[config.mk]
export PLATFORM = sky130hd
export DESIGN_NAME = multisim_apb_tracker
export DESIGN_NICKNAME = d
export VERILOG_FILES = /design/src/rtl/multisim_apb_tracker.sv
export SDC_FILE = /design/constraint.sdc
export NUM_CORES = 1
export LEC_CHECK = 0
export CORE_AREA = 5 5 87 89
export DETAILED_ROUTE_END_ITERATION = 8
export DIE_AREA = 0 0 92 94
export DONT_BUFFER_PORTS = 1
export PLACE_DENSITY = 0.74
export SYNTH_ARGS = -nofsm -noshare
export SYNTH_HDL_FRONTEND = slang
export SYNTH_SLANG_ARGS = --single-unit
[constraint.sdc]
create_clock -name clk -period 2.1 [get_ports clk]
set_input_delay 0.105 -clock clk [delete_from_list [all_inputs] [get_ports clk]]
set_output_delay 0.105 -clock clk [all_outputs]
set_load 0.02 [all_outputs]
[src/rtl/multisim_apb_tracker.sv]
// Passive APB bus tracker: classifies each cycle's bus phase, reports completed transfers
// and keeps saturating statistics plus sticky timeout and protocol-violation flags.
module multisim_apb_tracker #(
   parameter int  NUM_SLV = 4,
   parameter int  CNT_W   = 16,
   parameter int  WAIT_W  = 8,
   parameter int  TIMEOUT = 255,
   localparam int SLV_W   = (NUM_SLV > 1) ? $clog2(NUM_SLV) : 1
) (
   input  logic               clk,
   input  logic               rst_n,
   input  logic               i_clr,
   input  logic [NUM_SLV-1:0] i_apb_psel,
   input  logic               i_apb_penable,
   input  logic               i_apb_pwrite,
   input  logic               i_apb_pready,
   input  logic               i_apb_pslverr,
   output logic [3:0]         o_state,
   output logic [SLV_W-1:0]   o_slv_idx,
   output logic               o_xfer_done,
   output logic               o_xfer_write,
   output logic               o_xfer_err,
   output logic [WAIT_W-1:0]  o_wait_cnt,
   output logic [CNT_W-1:0]   o_wr_cnt,
   output logic [CNT_W-1:0]   o_rd_cnt,
   output logic [CNT_W-1:0]   o_err_cnt,
   output logic               o_timeout,
   output logic               o_proto_err
);
   typedef enum logic [3:0] {
      ST_IDLE   = 4'b0001,
      ST_SETUP  = 4'b0010,
      ST_ACCESS = 4'b0100
   } multisim_apb_state_t;

   localparam logic [WAIT_W-1:0] TIMEOUT_W = WAIT_W'(TIMEOUT);

   multisim_apb_state_t state_reg, state_next;
   logic                synced_reg, pready_prev_reg, pwrite_lat_reg;
   logic [NUM_SLV-1:0]  psel_lat_reg;
   logic [SLV_W-1:0]    slv_idx_reg, slv_idx_next;
   logic [WAIT_W-1:0]   wait_cnt_reg, wait_inc;
   logic                xfer_done_reg, xfer_write_reg, xfer_err_reg;
   logic                timeout_reg, proto_err_reg;
   logic                multi_sel, prev_setup, prev_wait, is_access, legal_pred;
   logic                xfer_done_next, count_en, violation;
   logic [2:0]          stat_inc;
   logic [3*CNT_W-1:0]  stat_flat;

   always_comb begin
      state_next = ST_IDLE;
      if (|i_apb_psel)
         state_next = i_apb_penable ? ST_ACCESS : ST_SETUP;
   end

   // Lowest set bit wins when several selects are (illegally) active.
   always_comb begin
      slv_idx_next = '0;
      for (int i = NUM_SLV - 1; i >= 0; i--)
         if (i_apb_psel[i])
            slv_idx_next = SLV_W'(i);
   end

   assign multi_sel      = |(i_apb_psel & (i_apb_psel - NUM_SLV'(1)));
   assign prev_setup     = (state_reg == ST_SETUP);
   assign prev_wait      = (state_reg == ST_ACCESS) && !pready_prev_reg;
   assign is_access      = (state_next == ST_ACCESS);
   assign legal_pred     = prev_setup || prev_wait;
   assign xfer_done_next = is_access && i_apb_pready;
   assign count_en       = synced_reg && xfer_done_next;
   assign wait_inc       = (&wait_cnt_reg) ? wait_cnt_reg : wait_cnt_reg + WAIT_W'(1);

   assign violation = multi_sel
                    || (prev_setup && !is_access)
                    || (is_access && !legal_pred)
                    || (is_access && legal_pred &&
                        ((i_apb_psel != psel_lat_reg) || (i_apb_pwrite != pwrite_lat_reg)));

   always_ff @(posedge clk or negedge rst_n) begin
      if (!rst_n) begin
         state_reg       <= ST_IDLE;
         synced_reg      <= 1'b0;
         pready_prev_reg <= 1'b0;
         pwrite_lat_reg  <= 1'b0;
         psel_lat_reg    <= '0;
         slv_idx_reg     <= '0;
         wait_cnt_reg    <= '0;
         xfer_done_reg   <= 1'b0;
         xfer_write_reg  <= 1'b0;
         xfer_err_reg    <= 1'b0;
         timeout_reg     <= 1'b0;
         proto_err_reg   <= 1'b0;
      end else begin
         state_reg       <= state_next;
         pready_prev_reg <= i_apb_pready;
         xfer_done_reg   <= count_en;
         if (state_next == ST_IDLE)
            synced_reg <= 1'b1;
         if (state_next == ST_SETUP) begin
            slv_idx_reg    <= slv_idx_next;
            pwrite_lat_reg <= i_apb_pwrite;
            psel_lat_reg   <= i_apb_psel;
            wait_cnt_reg   <= '0;
         end
         if (is_access && !i_apb_pready)
            wait_cnt_reg <= wait_inc;
         if (count_en) begin
            xfer_write_reg <= pwrite_lat_reg;
            xfer_err_reg   <= i_apb_pslverr;
         end
         if (i_clr)
            timeout_reg <= 1'b0;
         else if ((TIMEOUT != 0) && synced_reg && is_access && !i_apb_pready &&
                  (wait_inc == TIMEOUT_W))
            timeout_reg <= 1'b1;
         if (i_clr)
            proto_err_reg <= 1'b0;
         else if (synced_reg && violation)
            proto_err_reg <= 1'b1;
      end
   end

   // Statistics counters: 0 = writes, 1 = reads, 2 = slave errors.
   assign stat_inc = {count_en && i_apb_pslverr, count_en && !pwrite_lat_reg,
                      count_en && pwrite_lat_reg};

   genvar gi;
   generate
      for (gi = 0; gi < 3; gi++) begin : g_stat
         logic [CNT_W-1:0] cnt_reg;
         always_ff @(posedge clk or negedge rst_n) begin
            if (!rst_n)
               cnt_reg <= '0;
            else if (i_clr)
               cnt_reg <= '0;
            else if (stat_inc[gi] && !(&cnt_reg))
               cnt_reg <= cnt_reg + CNT_W'(1);
         end
         assign stat_flat[gi*CNT_W +: CNT_W] = cnt_reg;
      end
   endgenerate

   assign o_state      = state_reg;
   assign o_slv_idx    = slv_idx_reg;
   assign o_xfer_done  = xfer_done_reg;
   assign o_xfer_write = xfer_write_reg;
   assign o_xfer_err   = xfer_err_reg;
   assign o_wait_cnt   = wait_cnt_reg;
   assign o_wr_cnt     = stat_flat[0*CNT_W +: CNT_W];
   assign o_rd_cnt     = stat_flat[1*CNT_W +: CNT_W];
   assign o_err_cnt    = stat_flat[2*CNT_W +: CNT_W];
   assign o_timeout    = timeout_reg;
   assign o_proto_err  = proto_err_reg;
endmodule

==> flow_metrics.env, run 1 <==
export IMPL_fillCellCount=547
export IMPL_cts_path_max_buffers=2
export IMPL_cts_root_buffer="clkbuf_8"
export IMPL_cpPeakStageDelay_ns=0.48
export IMPL_clk_latency_ns=0.34
export IMPL_avgSynthCellArea_um2=9.39
export IMPL_setup_ws_ns=0.139
export IMPL_grt_overflow=0
export IMPL_grt_max_degree=74
export IMPL_grt_antenna_before_repair=0
export IMPL_synthSimpleGateAreaFrac_pct=26.2
export IMPL_seq_power_share_pct=51.9
export IMPL_synthAdderAreaFrac_pct=1.30
export IMPL_finalSetupViolations=0
export IMPL_ys_async_sr_fraction_pct=100
export IMPL_synth_top_family_by_area="simple AND/OR/NAND/NOR gates"
export IMPL_rr_startpoint="o_rd_cnt[0]"
export IMPL_ys_seq_area_share_pct=47.3
export IMPL_top_layer="met4"
export IMPL_hold_viol=0
export IMPL_viasPerCell=6.00
export IMPL_worst_path_max_fanout=12
export IMPL_synth_edf_count=0
export IMPL_post_dp_hpwl_mm=6.57
export IMPL_dr_wl_met2_mm=4.78
export IMPL_ys_ff_latch=73
export IMPL_fin_skew_ns=0.00977
export IMPL_setup_worst_path_class="register to register"
export IMPL_worst_pin_slew_ns=0.562
export IMPL_synth_xor_xnor_area_share_pct=10.4
export IMPL_p_int_uw=2170
export IMPL_hold_depth=2
export IMPL_dieArea_mm2=0.00865
export IMPL_ff2ff_path_depth=7
export IMPL_min_path_type="input port to register"
export IMPL_holdCritStartpoint="i_apb_psel[2]"
export IMPL_fp_row_count=30
export IMPL_max_freq_mhz=510
export IMPL_swShare_pct=25.0
export IMPL_yosysUniqueCellTypes=49
export IMPL_synthCells=411
export IMPL_setup_tns_ns=0
export IMPL_hold_path_end="o_slv_idx[0]"
export IMPL_regToRegSetupSlack_ns=0.14
export IMPL_drt_total_wl_mm=9.57
export IMPL_synthMuxAreaShare_pct=1.56
export IMPL_regToRegEndpoint="o_rd_cnt[15]"
export IMPL_p_leak_uw=0.00193
export IMPL_pwr_share_comb_pct=7.8
export IMPL_clkPwrFrac_pct=40.3
export IMPL_drc=0
export IMPL_cts_tree="done"
export IMPL_die_height_um=94
export IMPL_synth_compound_area_share_pct=10.2
export IMPL_layout_common_cells="dfrtp_1, nor2_1, buf_4, nand2_1, xnor2_1"
export IMPL_grt_pass1_wl_mm=15.9
export IMPL_placed_cell_area_mm2=0.00422
export IMPL_period_share_pct=93.4
export IMPL_cts_buffers=9
export IMPL_port_buffers=0
export IMPL_path_clk_slew_ns=0.08
export IMPL_core_area_mm2=0.00668
export IMPL_synth_warnings=0
export IMPL_cp_end_kind="register"
export IMPL_syn_nets=426
export IMPL_switchingPower_uw=726
export IMPL_startpoint_type="register"
export IMPL_wl_met3_um=690
export IMPL_mostFrequentLayoutCell="dfrtp_1"
export IMPL_syn2layout_area_growth_pct=18.3
export IMPL_m1WireLength_mm=3.95
export IMPL_grt_pass1_vias=3249
export IMPL_finalMaxSlewViolations=0
export IMPL_slowest_stage="or4_1"
export IMPL_wl_per_cell_um=17.6
export IMPL_powerDensity_mw_per_mm2=635
export IMPL_regArea_mm2=0.00183
export IMPL_multi_input_area_mm2=0.00193
export IMPL_vias=3270
export IMPL_drtPass1Iterations=5
export IMPL_netlist_area_mm2=0.00386
export IMPL_initial_utilization_pct=57.8
export IMPL_period_minus_slack_ns=1.96
export IMPL_drt_first_iter_violations=141
export IMPL_worstPathRequired_ns=2.37
export IMPL_gp_congestion=0.846
export IMPL_cts_sinks=73
export IMPL_n_antenna_cell=0
export IMPL_status="complete, no violations"
export IMPL_synthFlopType="dfrtp_1"
export IMPL_ant_nets=0
export IMPL_cap_violations=0
export IMPL_timing_slew_headroom_pct=61.6
export IMPL_rsz0062_at_grt="no"
export IMPL_pin_count=78
export IMPL_stdcell_area_mm2=0.00457
export IMPL_htreeDepth=3
export IMPL_dp_worst_setup_slack_ns=0.132
export IMPL_drive_above_1_share_pct=14.6
export IMPL_grt_use_total_pct=23.0
export IMPL_finalPower_uw=2900
export IMPL_fp_dieW_um=92
export IMPL_critPathArrivalTime_ns=2.23
export IMPL_vdd_drop_max_mv=0.378
export IMPL_path_cells="ha_1, nand2_1, nor3_1, buf_4, or4_1, or3_1, a21oi_1"
export IMPL_nets=475
power groups by stage:
stage / logic, uW / clock network [uW] / registers [uW]
floorplan: 114 / 0 / 1540
global placement: 154 / 0 / 1530
detailed placement: 160 / 0 / 1530
CTS: 229 / 1190 / 1500
global route: 252 / 1250 / 1510
finish: 228 / 1170 / 1500
kinds of logic after synthesis:
logic type                 Yosys count
other                                1
DFF                                 73
muxes                                6
adders and majority gates            4
AOI/OAI and AO/OA                   59
xor gates and xnor gates            46
and+or+nand+nor                    195
buffers and inverters               27
how the worst max path moves through the flow:
stage / startpoint / to / slack [ns] / cells after the start
floorplan: o_wait_cnt[0] / o_timeout / 0.1 / 5
global route: synced_reg / o_rd_cnt[8] / 0.003 / 5
finish: o_rd_cnt[0] / o_rd_cnt[15] / 0.14 / 7
global placement: o_rd_cnt[0] / o_rd_cnt[15] / 0.19 / 7
CTS: o_wait_cnt[1] / o_timeout / 0.13 / 5
detailed placement: o_wait_cnt[1] / o_timeout / 0.13 / 5
cell type report:
class	instances	share of cell area, %
clock buffers	12	3.62
repair buffers	53	9.86
inverters	12	0.986
flip-flops and latches	73	40.0
multi-input cells	311	42.2
clock inverters	4	1.10
well taps	80	2.19
stage by stage:
step | cells | hold slack (ns) | utilization [%]
after detailed placement | 519 | -0.188 | 63.2
final | 545 | 0.0201 | 68.4
after CTS | 545 | 0.00682 | 68.3
after global placement | 519 | -0.188 | 63.2
after floorplan | 411 | -0.191 | -
after global routing | 545 | 0.0202 | 68.4
cells in the mapped netlist (all sizes together), types with 6 or more instances:
cell      n  share of area [%]
a211oi    7                1.4
nand2b    6               0.97
clkbuf   11                1.1
xor2      8                1.8
nor3     11                1.4
nand2    38                3.7
xnor2    38                8.6
mux2i     6                1.6
nand3    19                2.6
nor2     58                5.6
o21ai    12                1.6
and3      6               0.97
a21oi    15                1.9
nand4    19                3.5
inv      12                1.2
nor4      9                1.6
a2111oi   8                1.8
dfrtp    72                 47
or3       6               0.97
and4      8                1.9
metal layers:
metal / GRT usage [%] / up-vias
li1: - / 1571
met1: 28.9 / 1588
met2: 38.0 / 95
met3: 6.09 / 16
met4: 9.03 / 0
met5: 0 / -
worst max-delay path, delay by kind of cell (launching register included):
family	cells	cell delay, ns
buffers and inverters	1	0.17
AOI/OAI and AO/OA	1	0.14
and+or+nand+nor	4	0.99
DFF	1	0.38
adders and majority gates	1	0.23
timing repair:
| item | in CTS | in global routing |
|---|---|---|
| resized for setup | 0 | 2 |
| setup buffers | 0 | 0 |
| endpoints found under the hold margin | 132 | 0 |
| hold buffers | 10 | 0 |
| endpoints found under the setup margin | 0 | 2 |
Note: power is estimated with default switching activity, not from simulation.
==> run 2: changes to the inputs <==
--- a/config.mk
+++ b/config.mk
@@ -6,9 +6,9 @@
 export NUM_CORES = 1
 export LEC_CHECK = 0
-export CORE_AREA = 5 5 87 89
+export CORE_AREA = 5 5 85 87
 export DETAILED_ROUTE_END_ITERATION = 8
-export DIE_AREA = 0 0 92 94
+export DIE_AREA = 0 0 90 92
 export DONT_BUFFER_PORTS = 1
-export PLACE_DENSITY = 0.74
+export PLACE_DENSITY = 0.77
 export SYNTH_ARGS = -nofsm -noshare
 export SYNTH_HDL_FRONTEND = slang
==> constraint.sdc (replaced) <==
create_clock -name clk -period 2.1 [get_ports clk]
set_input_delay 0.315 -clock clk [delete_from_list [all_inputs] [get_ports clk]]
set_output_delay 0.315 -clock clk [all_outputs]
set_load 0.02 [all_outputs]
==> run 2 against run 1 <==
Net effect: cell area decreased by 1.9%; combinational power shrank 13%; critical path type unchanged; count of clock-buffer cells in the layout is 1 higher; first-iteration DRC count is 16% higher; cell count down 1.5%; core utilization increased by 3.0 points; power is 3.9% lower; register-to-register slack improved by 0.04 ns.
==> flow_metrics.env, run 2 (synthesis gave the netlist of run 1 again) <==
export IMPL_period_minus_slack_ns=1.92
export IMPL_gp_congestion=0.836
export IMPL_htreeDepth=3
export IMPL_placed_cell_area_mm2=0.00424
export IMPL_cts_buffers=9
export IMPL_timing_hold_ws_ns=0.0233
export IMPL_syn2layout_area_growth_pct=16.0
export IMPL_drt_total_wl_mm=8.88
export IMPL_min_path_type="input port to register"
export IMPL_drt_first_iter_violations=164
export IMPL_worst_path_max_fanout=8
export IMPL_fp_dieW_um=90
export IMPL_period_share_pct=91.3
export IMPL_finalMaxSlewViolations=0
export IMPL_post_dp_hpwl_mm=6.40
export IMPL_fillCellCount=469
export IMPL_grt_max_degree=74
export IMPL_timing_slew_headroom_pct=58.0
export IMPL_status="complete, no violations"
export IMPL_viasPerCell=6.06
export IMPL_wl_per_cell_um=16.5
export IMPL_grt_antenna_before_repair=0
export IMPL_grt_overflow=0
export IMPL_multi_input_area_mm2=0.00193
export IMPL_worstPathRequired_ns=2.37
export IMPL_path_cells="and4b_1, nand3_2, or4_1, or3_1, a21oi_1"
export IMPL_stdcell_area_mm2=0.00448
export IMPL_worst_pin_slew_ns=0.614
export IMPL_fp_row_count=29
export IMPL_finalCoreUtilization_pct=71.4
export IMPL_critPathArrivalTime_ns=2.19
export IMPL_mostFrequentLayoutCell="dfrtp_1"
export IMPL_hold_viol=0
export IMPL_finalPower_uw=2790
export IMPL_grt_pass1_wl_mm=15.2
export IMPL_cts_tree="done"
export IMPL_regArea_mm2=0.00183
export IMPL_cp_end_kind="register"
export IMPL_dieArea_mm2=0.00828
export IMPL_drc=0
export IMPL_startpoint_type="register"
export IMPL_die_height_um=92
export IMPL_p_leak_uw=0.00190
export IMPL_cts_sinks=73
export IMPL_max_freq_mhz=522
export IMPL_finalSetupViolations=0
export IMPL_cts_root_buffer="clkbuf_8"
export IMPL_cts_path_max_buffers=2
export IMPL_rsz0062_at_grt="no"
export IMPL_setup_tns_ns=0
export IMPL_grt_pass1_vias=3208
export IMPL_drtPass1Iterations=4
export IMPL_ant_nets=0
export IMPL_cpPeakStageDelay_ns=0.47
export IMPL_nets=471
export IMPL_layout_common_cells="dfrtp_1, nor2_1, buf_4, nand2_1, xnor2_1"
export IMPL_drive_above_1_share_pct=14.6
export IMPL_path_clk_slew_ns=0.08
export IMPL_core_area_mm2=0.00628
export IMPL_grt_use_total_pct=21.8
export IMPL_clk_latency_ns=0.35
export IMPL_vias=3254
export IMPL_cap_violations=0
export IMPL_pin_count=78
export IMPL_fin_skew_ns=0.0100
export IMPL_setup_worst_path_class="register to register"
export IMPL_powerDensity_mw_per_mm2=622
export IMPL_port_buffers=0
export IMPL_initial_utilization_pct=61.5
export IMPL_slowest_stage="or4_1"
export IMPL_n_antenna_cell=0
export IMPL_vdd_drop_max_mv=0.442
## run 2: cell count changes in the layout (fill, tap and decap cells not counted), moves of 2 or more
| cell | change |
|---|---|
| dlygate4sd3_1 | -6 |
| buf_4 | +3 |
| clkbuf_1 | +3 |
| a2111oi_0 | +2 |
| a2111oi_1 | -2 |
| clkbuf_8 | -2 |
| clkinvlp_4 | -2 |
## run 2: cell type report
cell class / count / share of cell area [%]
well taps: 77 / 2.15
clock buffers: 13 / 3.32
flip-flops and latches: 73 / 40.8
repair buffers: 49 / 8.77
inverters: 12 / 1.01
clock inverters: 2 / 0.866
multi-input cells: 311 / 43.1
## run 2: path summary, 6_finish.rpt
| check | start | endpoint | slack, ns | depth (start not counted) |
|---|---|---|---|---|
| worst max-delay path | pwrite_lat_reg | o_rd_cnt[15] | 0.18 | 5 |
| worst min-delay path | i_clr | o_wr_cnt[5] | 0.02 | 1 |
| worst max register to register | pwrite_lat_reg | o_rd_cnt[15] | 0.18 | 5 |
| worst min register to register | psel_lat_reg[2] | psel_lat_reg[2] | 0.53 | 1 |
| max in group asynchronous | rst_n | o_state[0] | 1.25 | 2 |
| min in group asynchronous | rst_n | o_rd_cnt[8] | 0.50 | 2 |
## run 2: layer usage
metal	global-route usage, %	vias up	wire length (um)
li1	-	1559	-
met1	27.5	1569	3740
met2	35.3	103	4300
met3	5.73	23	594
met4	9.93	0	247
met5	0	-	0
## run 2: power by group
| group | leakage [uW] | total (uW) | internal (uW) | switching [uW] |
|---|---|---|---|---|
| logic | 0.000821 | 198 | 77.2 | 121 |
| registers | 0.000984 | 1510 | 1450 | 61.7 |
| clock network | 0.0000937 | 1080 | 579 | 503 |
## run 2: what timing repair did
action,in CTS,in global routing
endpoints found under the setup margin,0,1
endpoints found under the hold margin,74,0
buffers inserted,0,0
resized for setup,0,1
hold buffers,3,0
## run 2: critical path, delay by kind of cell (launching register included)
family / cells / cell delay (ns)
and+or+nand+nor: 4 / 1.26
AOI/OAI and AO/OA: 1 / 0.15
DFF: 1 / 0.43
## run 2: stage by stage
step                      setup WS, ns  cells
after floorplan                 0.0991    411
after global placement           0.188    519
after detailed placement         0.167    519
after CTS                        0.184    537
after global routing            0.0785    537
final                            0.184    537
==> run 3: changes to the inputs <==
CORE_AREA = 5 5 89 91   (was 5 5 85 87)
DIE_AREA = 0 0 94 96   (was 0 0 90 92)
PLACE_DENSITY = 0.74   (was 0.77)
clock period = 1.7 ns   (was 2.1 ns; I/O delays follow)
==> run 3 against run 2 <==
Net effect: the flow now finishes with violations (negative hold slack, negative setup slack); hold slack lost 0.42 ns; global-route usage grew 1.5 points; clock power grew 26%; clock skew shrank 0.0016 ns; critical endpoint unchanged; largest power group unchanged.
==> flow_metrics.env, run 3 (synthesis gave the netlist of run 1 again) <==
export IMPL_startpoint_type="register"
export IMPL_port_buffers=0
export IMPL_setup_worst_path_class="register to register"
export IMPL_p_leak_uw=0.00223
export IMPL_n_antenna_cell=0
export IMPL_setup_ws_ns=-0.137
export IMPL_drt_total_wl_mm=10.7
export IMPL_cts_tree="done"
export IMPL_finalSetupViolations=5
export IMPL_period_minus_slack_ns=1.84
export IMPL_grt_pass1_vias=3519
export IMPL_initial_utilization_pct=54.7
export IMPL_drive_above_1_share_pct=33.7
export IMPL_max_freq_mhz=544
export IMPL_wl_per_cell_um=17.3
export IMPL_syn2layout_area_growth_pct=36.6
export IMPL_failed_checks="negative hold slack, negative setup slack"
export IMPL_grt_pass1_wl_mm=16.6
export IMPL_grt_use_total_pct=23.3
export IMPL_viasPerCell=5.76
export IMPL_period_share_pct=108
export IMPL_layout_common_cells="buf_4, dfrtp_1, nor2_1, xnor2_1, nand2_1"
export IMPL_worstPathRequired_ns=1.97
export IMPL_cp_end_kind="register"
export IMPL_drc=0
export IMPL_status="complete, but fails checks"
export IMPL_vdd_drop_max_mv=0.449
export IMPL_htreeDepth=3
export IMPL_cts_path_max_buffers=2
export IMPL_path_clk_slew_ns=0.08
export IMPL_worst_path_max_fanout=3
export IMPL_pin_count=78
export IMPL_timing_hold_ws_ns=-0.397
export IMPL_finalMaxSlewViolations=0
export IMPL_ff2ff_path_depth=6
export IMPL_cts_buffers=9
export IMPL_regToRegSetupSlack_ns=-0.14
export IMPL_clk_latency_ns=0.34
export IMPL_fp_row_count=31
export IMPL_cts_sinks=73
export IMPL_finalCoreUtilization_pct=74.7
export IMPL_grt_overflow=0
export IMPL_cts_root_buffer="clkbuf_8"
export IMPL_grt_max_degree=74
export IMPL_core_area_mm2=0.00706
export IMPL_drt_first_iter_violations=226
export IMPL_gp_congestion=0.885
export IMPL_drtPass1Iterations=4
export IMPL_rsz0062_at_grt="yes"
export IMPL_post_dp_hpwl_mm=7.03
export IMPL_rr_startpoint="o_rd_cnt[0]"
export IMPL_die_height_um=96
export IMPL_fin_skew_ns=0.00844
export IMPL_dieArea_mm2=0.00902
export IMPL_regToRegEndpoint="o_rd_cnt[15]"
export IMPL_fp_dieW_um=94
export IMPL_critPathArrivalTime_ns=2.11
export IMPL_vias=3558
export IMPL_powerDensity_mw_per_mm2=666
export IMPL_cap_violations=0
export IMPL_min_path_type="input port to async pin"
export IMPL_ant_nets=0
export IMPL_dp_worst_setup_slack_ns=-0.200
export IMPL_mostFrequentLayoutCell="buf_4"
export IMPL_grt_antenna_before_repair=0
export IMPL_nets=529
export IMPL_hold_viol=73
run 3: metrics by stage:
stage | hold WS (ns) | setup TNS [ns] | power, uW | cells | instance area [um^2]
finish | -0.397 | -0.222 | 3510 | 618 | 5280
floorplan | -0.0406 | -0.694 | 2060 | 411 | 3960
global route | -0.417 | -1.74 | 3640 | 618 | 5280
detailed placement | -0.0381 | -4.82 | 2150 | 588 | 4730
global placement | -0.0380 | -2.68 | 2140 | 588 | 4730
CTS | -0.414 | -0.527 | 3500 | 608 | 5030
run 3: timing repair:
action                                  CTS  global route
endpoints found under the hold margin   123           121
setup buffers                             3             8
hold buffers                              1             2
endpoints found under the setup margin   32            42
gates cloned                              0             0
resized for setup                        15            28
pin swaps                                 1            17
run 3: worst max-delay path by stage:
stage                    from       endpoint  slack [ns]  depth (start not counted)
2_1_floorplan  pwrite_lat_reg   o_rd_cnt[15]       -0.12                          5
3_3_place_gp    i_apb_psel[0]  o_wait_cnt[2]       -0.14                          5
3_5_place_dp      o_rd_cnt[0]    o_rd_cnt[1]       -0.20                          6
4_1_cts           o_rd_cnt[1]   o_rd_cnt[15]       -0.13                          6
5_1_grt        pwrite_lat_reg   o_rd_cnt[15]       -0.21                          5
6_report          o_rd_cnt[0]   o_rd_cnt[15]       -0.14                          6
run 3: layout make-up:
class | instances | area [um^2]
repair buffers | 107 | 853
clock buffers | 11 | 141
fillers | 490 | 1780
inverters | 12 | 45.0
multi-input cells | 311 | 2210
flip-flops and latches | 73 | 1840
well taps | 99 | 124
clock inverters | 5 | 55.1
run 3: report_power, final:
| group | internal (uW) | total (uW) | switching (uW) |
|---|---|---|---|
| Clock | 714 | 1360 | 650 |
| Combinational | 133 | 288 | 156 |
| Sequential | 1790 | 1860 | 74.7 |
run 3: per-layer routing:
layer	vias to the layer above	global-route usage (%)	wire length, um
met2	126	39.2	5410
met4	0	10.7	209
met5	-	0	0
li1	1673	-	-
met3	18	5.24	629
met1	1741	28.7	4440
run 3: worst max-delay path: stages (launching register included):
cell and delay (ns):
dfrtp_2 0.36, buf_4 0.12, and3_4 0.18, nand3_2 0.09
or4_4 0.54, or3_4 0.34, a21oi_2 0.13
